`config.mk`:
```
export PLATFORM = sky130hd
export DESIGN_NAME = wb_stage
export DESIGN_NICKNAME = d
export VERILOG_FILES = /design/src/rtl/wb_stage.sv
export SDC_FILE = /design/constraint.sdc
export NUM_CORES = 1
export LEC_CHECK = 0
export CELL_PAD_IN_SITES_DETAIL_PLACEMENT = 1
export CELL_PAD_IN_SITES_GLOBAL_PLACEMENT = 1
export CORE_MARGIN = 2
export CORE_UTILIZATION = 29
export DETAILED_ROUTE_END_ITERATION = 6
export GPL_ROUTABILITY_DRIVEN = 0
export GPL_TIMING_DRIVEN = 0
export PLACE_DENSITY_LB_ADDON = 0.1
export SLEW_MARGIN = 20
export SYNTH_ARGS = -nofsm -noshare
export SYNTH_HDL_FRONTEND = slang
export SYNTH_SLANG_ARGS = --single-unit
```
`constraint.sdc`:
```
create_clock -name clk -period 2.6 [get_ports clk]
set_input_delay 0.65 -clock clk [delete_from_list [all_inputs] [get_ports clk]]
set_output_delay 0.65 -clock clk [all_outputs]
set_load 0.005 [all_outputs]
```
`src/rtl/wb_stage.sv`:
```
// Write-back stage: selects the result source, extends load data, waits on DMEM
// read data for loads, drives the register file write port and counts retirements.
module wb_stage #(
    parameter int REG_ADDR_WIDTH = 5,
    parameter int REG_WIDTH      = 32
) (
    input  logic                      clk,
    input  logic                      reset,
    input  logic                      in_valid,
    output logic                      in_ready,
    input  logic                      in_rd_we,
    input  logic [REG_ADDR_WIDTH-1:0] in_rd_addr,
    input  logic [1:0]                in_wb_sel,
    input  logic [REG_WIDTH-1:0]      in_alu_result,
    input  logic [REG_WIDTH-1:0]      in_pc_plus4,
    input  logic [REG_WIDTH-1:0]      in_imm,
    input  logic [2:0]                in_load_type,
    input  logic                      mem_rvalid,
    input  logic [REG_WIDTH-1:0]      mem_rdata,
    output logic                      wr_en,
    output logic [REG_ADDR_WIDTH-1:0] addr_rd,
    output logic [REG_WIDTH-1:0]      data_rd,
    output logic                      busy,
    output logic [31:0]               instr_retired
);

    typedef enum logic {
        S_IDLE     = 1'b0,
        S_WAIT_MEM = 1'b1
    } state_t;

    localparam logic [1:0] SEL_ALU = 2'd0;
    localparam logic [1:0] SEL_MEM = 2'd1;
    localparam logic [1:0] SEL_PC4 = 2'd2;
    localparam logic [1:0] SEL_IMM = 2'd3;

    localparam logic [2:0] LD_B  = 3'b000;
    localparam logic [2:0] LD_H  = 3'b001;
    localparam logic [2:0] LD_BU = 3'b100;
    localparam logic [2:0] LD_HU = 3'b101;

    state_t                      r_state;
    logic                        r_wr_en;
    logic [REG_ADDR_WIDTH-1:0]   r_addr_rd;
    logic [REG_WIDTH-1:0]        r_data_rd;
    logic                        r_busy;
    logic [31:0]                 r_retired;

    // Load context captured at accept, used when the DMEM word arrives.
    logic                        r_ld_we;
    logic [REG_ADDR_WIDTH-1:0]   r_ld_addr;
    logic [2:0]                  r_ld_type;
    logic [1:0]                  r_ld_off;

    logic [REG_WIDTH-1:0]        w_src;
    logic [REG_WIDTH-1:0]        w_load_ext;
    logic [7:0]                  w_byte;
    logic [15:0]                 w_half;

    assign w_byte = mem_rdata[{r_ld_off, 3'b000} +: 8];
    assign w_half = mem_rdata[{r_ld_off[1], 4'b0000} +: 16];

    // NOTE: every always_comb output gets a default first so no path can infer a latch.
    always_comb begin
        w_src = in_alu_result;
        case (in_wb_sel)
            SEL_PC4: w_src = in_pc_plus4;
            SEL_IMM: w_src = in_imm;
            default: w_src = in_alu_result;
        endcase
    end

    always_comb begin
        w_load_ext = mem_rdata;
        case (r_ld_type)
            LD_B:    w_load_ext = {{(REG_WIDTH-8){w_byte[7]}}, w_byte};
            LD_BU:   w_load_ext = {{(REG_WIDTH-8){1'b0}}, w_byte};
            LD_H:    w_load_ext = {{(REG_WIDTH-16){w_half[15]}}, w_half};
            LD_HU:   w_load_ext = {{(REG_WIDTH-16){1'b0}}, w_half};
            default: w_load_ext = mem_rdata;
        endcase
    end

    // NOTE: all state here is sequential, so every assignment is non-blocking (<=).
    always_ff @(posedge clk) begin
        if (reset) begin
            r_state   <= S_IDLE;
            r_wr_en   <= 1'b0;
            r_addr_rd <= '0;
            r_data_rd <= '0;
            r_busy    <= 1'b0;
            r_retired <= '0;
            r_ld_we   <= 1'b0;
            r_ld_addr <= '0;
            r_ld_type <= '0;
            r_ld_off  <= '0;
        end else begin
            r_wr_en <= 1'b0;
            case (r_state)
                S_IDLE: begin
                    if (in_valid) begin
                        if (in_wb_sel == SEL_MEM) begin
                            r_ld_we   <= in_rd_we;
                            r_ld_addr <= in_rd_addr;
                            r_ld_type <= in_load_type;
                            r_ld_off  <= in_alu_result[1:0];
                            r_busy    <= 1'b1;
                            r_state   <= S_WAIT_MEM;
                        end else begin
                            r_wr_en   <= in_rd_we && (in_rd_addr != '0);
                            r_addr_rd <= in_rd_addr;
                            r_data_rd <= w_src;
                            r_retired <= r_retired + 32'd1;
                        end
                    end
                end
                S_WAIT_MEM: begin
                    if (mem_rvalid) begin
                        r_wr_en   <= r_ld_we && (r_ld_addr != '0);
                        r_addr_rd <= r_ld_addr;
                        r_data_rd <= w_load_ext;
                        r_retired <= r_retired + 32'd1;
                        r_busy    <= 1'b0;
                        r_state   <= S_IDLE;
                    end
                end
                default: begin
                    r_busy  <= 1'b0;
                    r_state <= S_IDLE;
                end
            endcase
        end
    end

    assign in_ready      = (r_state == S_IDLE);
    assign wr_en         = r_wr_en;
    assign addr_rd       = r_addr_rd;
    assign data_rd       = r_data_rd;
    assign busy          = r_busy;
    assign instr_retired = r_retired;

endmodule

```
* Yosys cells after proc, flatten, opt, wreduce, memory -nomap -nowiden
Index checks and enable logic that the tools add are counted.
Storage, ports and cells: output and inout bits 72, word-level logic and storage cells 58, bits in registers 83
Operators by class: shifts and indexed selects 2, equal/unequal tests 10, bitwise logic cells 1, multiplexer cells 26, reductions and logical operators 8, add/subtract/negate cells 1
Operators by type and width (number):
- two-way mux 32 bit | 6
- case mux 32 bit (2 select lines) | 3
- case mux 32 bit (4 select lines) | 1
- adder 32 x 1 -> 32 bit, second input constant | 1
- indexed part select 32 x 6 -> 16 bit | 1
- indexed part select 32 x 6 -> 8 bit | 1
- two-way mux 5 bit | 3
- case mux 5 bit (2 select lines) | 1
- nonzero test 5 bit | 2
- two-way mux 1 bit | 9
- AND reduction 3 bit | 3
- equality test 3 bit, second input constant | 2
- != test 2 bit, second input constant | 3
- case mux 1 bit (2 select lines) | 3
- equality test 2 bit, second input constant | 2
- equality test 3 x 1 -> 1 bit, second input constant | 1
- zero test 3 bit | 1
- equality test 2 x 1 -> 1 bit, second input constant | 1
- logical AND 1 bit | 2
- != test 2 x 1 -> 1 bit, second input constant | 1
- NOT 1 bit | 1

* Longest topological paths before layout
Gate-level depths: netlist of run 1.
word-level depth 5, mapped depth 8

* Worst setup path after synthesis of run 1
No wires, ideal clock.
kind input -> register, start in in_wb_sel[0], end reg r_retired[26] (netlist: instr_retired[26]), library setup time 70 ps, arrival 2209 ps, stages 6, required time 2530 ps, buffers on the path 1, slack 320 ps, cell sequence clkbuf_1 > nand2b_1 > a21boi_1 > or4_1 > or4_1 > a21oi_1
Between the ends: cells in the longest elaborated chain, start to end 3
RTL lines:
- start: declaration | RTL line 13 | input logic [1:0] in_wb_sel,
- equality test 2 x 1 -> 1 bit | RTL line 102 | if (in_wb_sel == SEL_MEM) begin
- != test 2 bit (no source line)
- AND reduction 3 bit (no source line)
- end signal: assignment | RTL line 113 | r_retired <= r_retired + 32'd1;
- end signal: assignment | RTL line 122 | r_retired <= r_retired + 32'd1;
- end: declaration | RTL line 47 | logic [31:0] r_retired;
Every way passes these cells. A chain may end at the register's enable or synchronous reset.

* Final worst setup path of run 1
start in in_wb_sel[1], end reg r_retired[30] (netlist: instr_retired[30])
Same word-level chain as after synthesis.

==> impl_metrics.toml, run 1 <==
[logic_synthesis]
synth.area.top_cells = "dfxtp_1 (35%), mux2i_1 (9.0%), a21oi_1 (7.5%)"
async_flop_share_pct = 0
postSynthCellCount = 622
yosys.area.top_type_share_pct = 34.8
ys_ff_latch = 83
synth_top_cell_by_area = "dfxtp_1"
synth_warnings = 0
syn_area_per_cell_um2 = 7.68
synth_area_um2 = 4780
synth_edf_count = 0
synth_cell_types = 48
syn_nets = 766
yosysSeqAreaShare_pct = 34.8
synth_flop_cell = "dfxtp_1"

[power_and_ir_drop]
p_total_mw = 3.65
peakVddDrop_mv = 0.396
cellPowerDensity_nw_per_um2 = 483
p_leak_nw = 2.64

[min_path]
worstHoldStart = "data_rd[26]$_SDFFE_PP0P_"
worstHoldPathCells = 2
whs_endpoint = "data_rd[26]$_SDFFE_PP0P_"
worstHoldPathType = "flop to flop"

[finish]
area_growth_pct = 58.1
layout_common_cells = "clkdlybuf4s50_1 (211), nor2_1 (89), dfxtp_1 (83), a21oi_1 (72), nand2_1 (44)"
final_common_cell = "clkdlybuf4s50_1"
nNetsFinal = 988
final_core_util_pct = 47.2
diodes = 0
drive_gt1_share_pct = 4.95

[drt]
routed-via-count = 5737
wirelength_um = 21700
dr.pass1.iters = 6
via_per_inst = 5.39
drt_iter0_drc = 258
wl_per_cell_um = 20.4
drc = 0
ant_nets = 0

[sta]
slew_headroom_pct = 40.2
grt_setup_unrepaired = "true"
fin_worst_skew_ns = 0.00952
hold_viol_final = 0
period_share_pct = 96.4
slew_violations = 0
setup_tns_ns = 0
worst_pin_slew_ns = 0.898
fmax_ghz = 0.399
finalSetupViolations = 0
fin_crit_ns = 2.51
whs_ns = 0.468

[worst_setup_path]
worstReg2RegStart = "instr_retired[0]$_SDFFE_PP0P_"
rrSetupSlack_ns = 0.12
rr_worst_depth = 7
cp_cell_sequence = "clkdlybuf4s50_1, nand2b_4, a21boi_2, or4_1, buf_2, or3_1, a21oi_1"
cp_top_family = "simple AND/OR/NAND/NOR gates"
path_class = "primary input to flop"
timing.rr.end = "instr_retired[30]$_SDFFE_PP0P_"
end_kind = "flop"
slowest_stage = "or4_1"
worstPathRequired_ns = 2.87
path_buf_inv = 2
cp_max_fo = 9
slowest_delay_ns = 0.56
arrival_ns = 2.78
critPathLaunchType = "primary input"

[clocking]
clock_path_buffers = 2
clk_latency_ns = 0.35
clk_pin_slew_ns = 0.07
htreeDepth = 3
cts_made_buffers = 9
cts-root-buf = "clkbuf_16"
clock_sinks = 83
cts_hold_buf = 0
post-cts-setup-buffers = 0
tritoncts = "yes"

[floorplan]
die_y_um = 132
initial_core_util_pct = 29.9
io_pins = 215
core_area_um2 = 16000
fp-row-count = 46
die_area_um2 = 17500
die_w_um = 132

[global_routing]
gr-usage-all-layers_pct = 24.6
grt_pass1_vias = 5965
overflow = 0
antenna_found_initial = 1
grt_pass1_wl_um = 33900
grt_max_degree = 15

[placed_design]
numPortBuffers = 212
hpwl_um = 17200

[run_status]
status = "finished clean"

[run]
maxCapViolations = 0
-- layout make-up --
class	count	area, um2
fillers	1957	8440
multi-input cells	476	2910
repair buffers	212	2120
flip-flops and latches	83	1660
well taps	216	270
clock buffers	11	253
plain buffers	51	214
clock inverters	5	85.1
inverters	11	41.3
-- state kept, by name, summed over array words and instances, names as in the netlist --
| register | flops |
|---|---|
| data_rd | 32 |
| r_state | 1 |
| instr_retired | 32 |
| r_ld_type | 3 |
| addr_rd | 5 |
| busy | 1 |
| r_ld_we | 1 |
| wr_en | 1 |
| r_ld_addr | 5 |
| r_ld_off | 2 |
-- how the worst max path moves through the flow --
stage | from | to | slack [ns] | depth (start not counted)
2_1_floorplan | in_wb_sel[0] | instr_retired[26]$_SDFFE_PP0P_ | 0.32 | 6
3_3_place_gp | mem_rvalid | data_rd[29]$_SDFFE_PP0P_ | -0.61 | 7
3_5_place_dp | mem_rvalid | data_rd[21]$_SDFFE_PP0P_ | -0.62 | 7
4_1_cts | in_valid | instr_retired[30]$_SDFFE_PP0P_ | 0.01 | 7
5_1_grt | in_wb_sel[1] | data_rd[27]$_SDFFE_PP0P_ | -0.008 | 7
6_report | in_wb_sel[1] | instr_retired[30]$_SDFFE_PP0P_ | 0.09 | 7
-- synth_stat cells, types with 10 or more instances --
| library cell | number |
|---|---|
| dfxtp_1 | 83 |
| xnor2_1 | 11 |
| nor2_1 | 89 |
| nand3_1 | 26 |
| clkbuf_1 | 38 |
| o21ai_0 | 17 |
| o31ai_1 | 19 |
| mux2i_1 | 43 |
| nand4_1 | 10 |
| a21oi_1 | 72 |
| nand2_1 | 45 |
| a211oi_1 | 41 |
-- cells by family (layout without fill, tap and decap cells) --
logic type / count (synthesis) / in the layout / synth area share, %
AND/OR/NAND/NOR: 228 / 228 / 22.6
AO/OA/AOI/OAI: 184 / 184 / 24.6
flip-flops: 83 / 83 / 34.8
buffers and inverters: 63 / 290 / 5.08
multiplexers: 43 / 43 / 9.01
XOR/XNOR: 20 / 20 / 3.66
adder cells (fa/ha/maj): 1 / 1 / 0.262
-- per-layer routing --
metal	vias up	share of wire, %	global-route usage, %
met1	2824	45	31.9
met4	2	1.6	5.56
met5	-	0.051	0
met3	27	5.7	6.00
met2	178	47	41.5
li1	2706	-	-
-- what timing repair did --
| action | in CTS | in global routing |
|---|---|---|
| resized for setup | 8 | 17 |
| pin swaps | 0 | 0 |
| setup endpoints to repair | 37 | 23 |
-- report_power, final --
| group | switching (mW) | total [mW] | internal [mW] |
|---|---|---|---|
| sequential | 0.0424 | 1.38 | 1.34 |
| combinational | 0.383 | 0.814 | 0.431 |
| clock | 0.561 | 1.46 | 0.898 |
| total | 0.986 | 3.65 | 2.67 |
-- worst min-delay path: cells and delay by family, from the launching register on --
kind / cells / cell delay, ns
AO/OA/AOI/OAI: 1 / 0.05
flip-flops: 1 / 0.31
AND/OR/NAND/NOR: 1 / 0.06
-- metrics by stage --
stage               worst slack, ns  cell area (um2)  cells
finish                       0.0935             7560   1065
global route               -0.00832             7560   1065
CTS                          0.0129             7520   1065
detailed placement           -0.616             7170   1050
global placement             -0.615             7170   1050
floorplan                     0.320             4780    622
No activity file was read; power rests on OpenSTA's default activity.
==> inputs of run 2 (changes only) <==
--- a/config.mk
+++ b/config.mk
@@ -9,6 +9,7 @@
 export CELL_PAD_IN_SITES_GLOBAL_PLACEMENT = 1
 export CORE_MARGIN = 2
 export CORE_UTILIZATION = 29
+export CTS_CLUSTER_SIZE = 10
 export DETAILED_ROUTE_END_ITERATION = 6
 export GPL_ROUTABILITY_DRIVEN = 0
 export GPL_TIMING_DRIVEN = 0
==> results of run 2 <==
The final DEF is identical to that of run 1; final timing and power are the same.
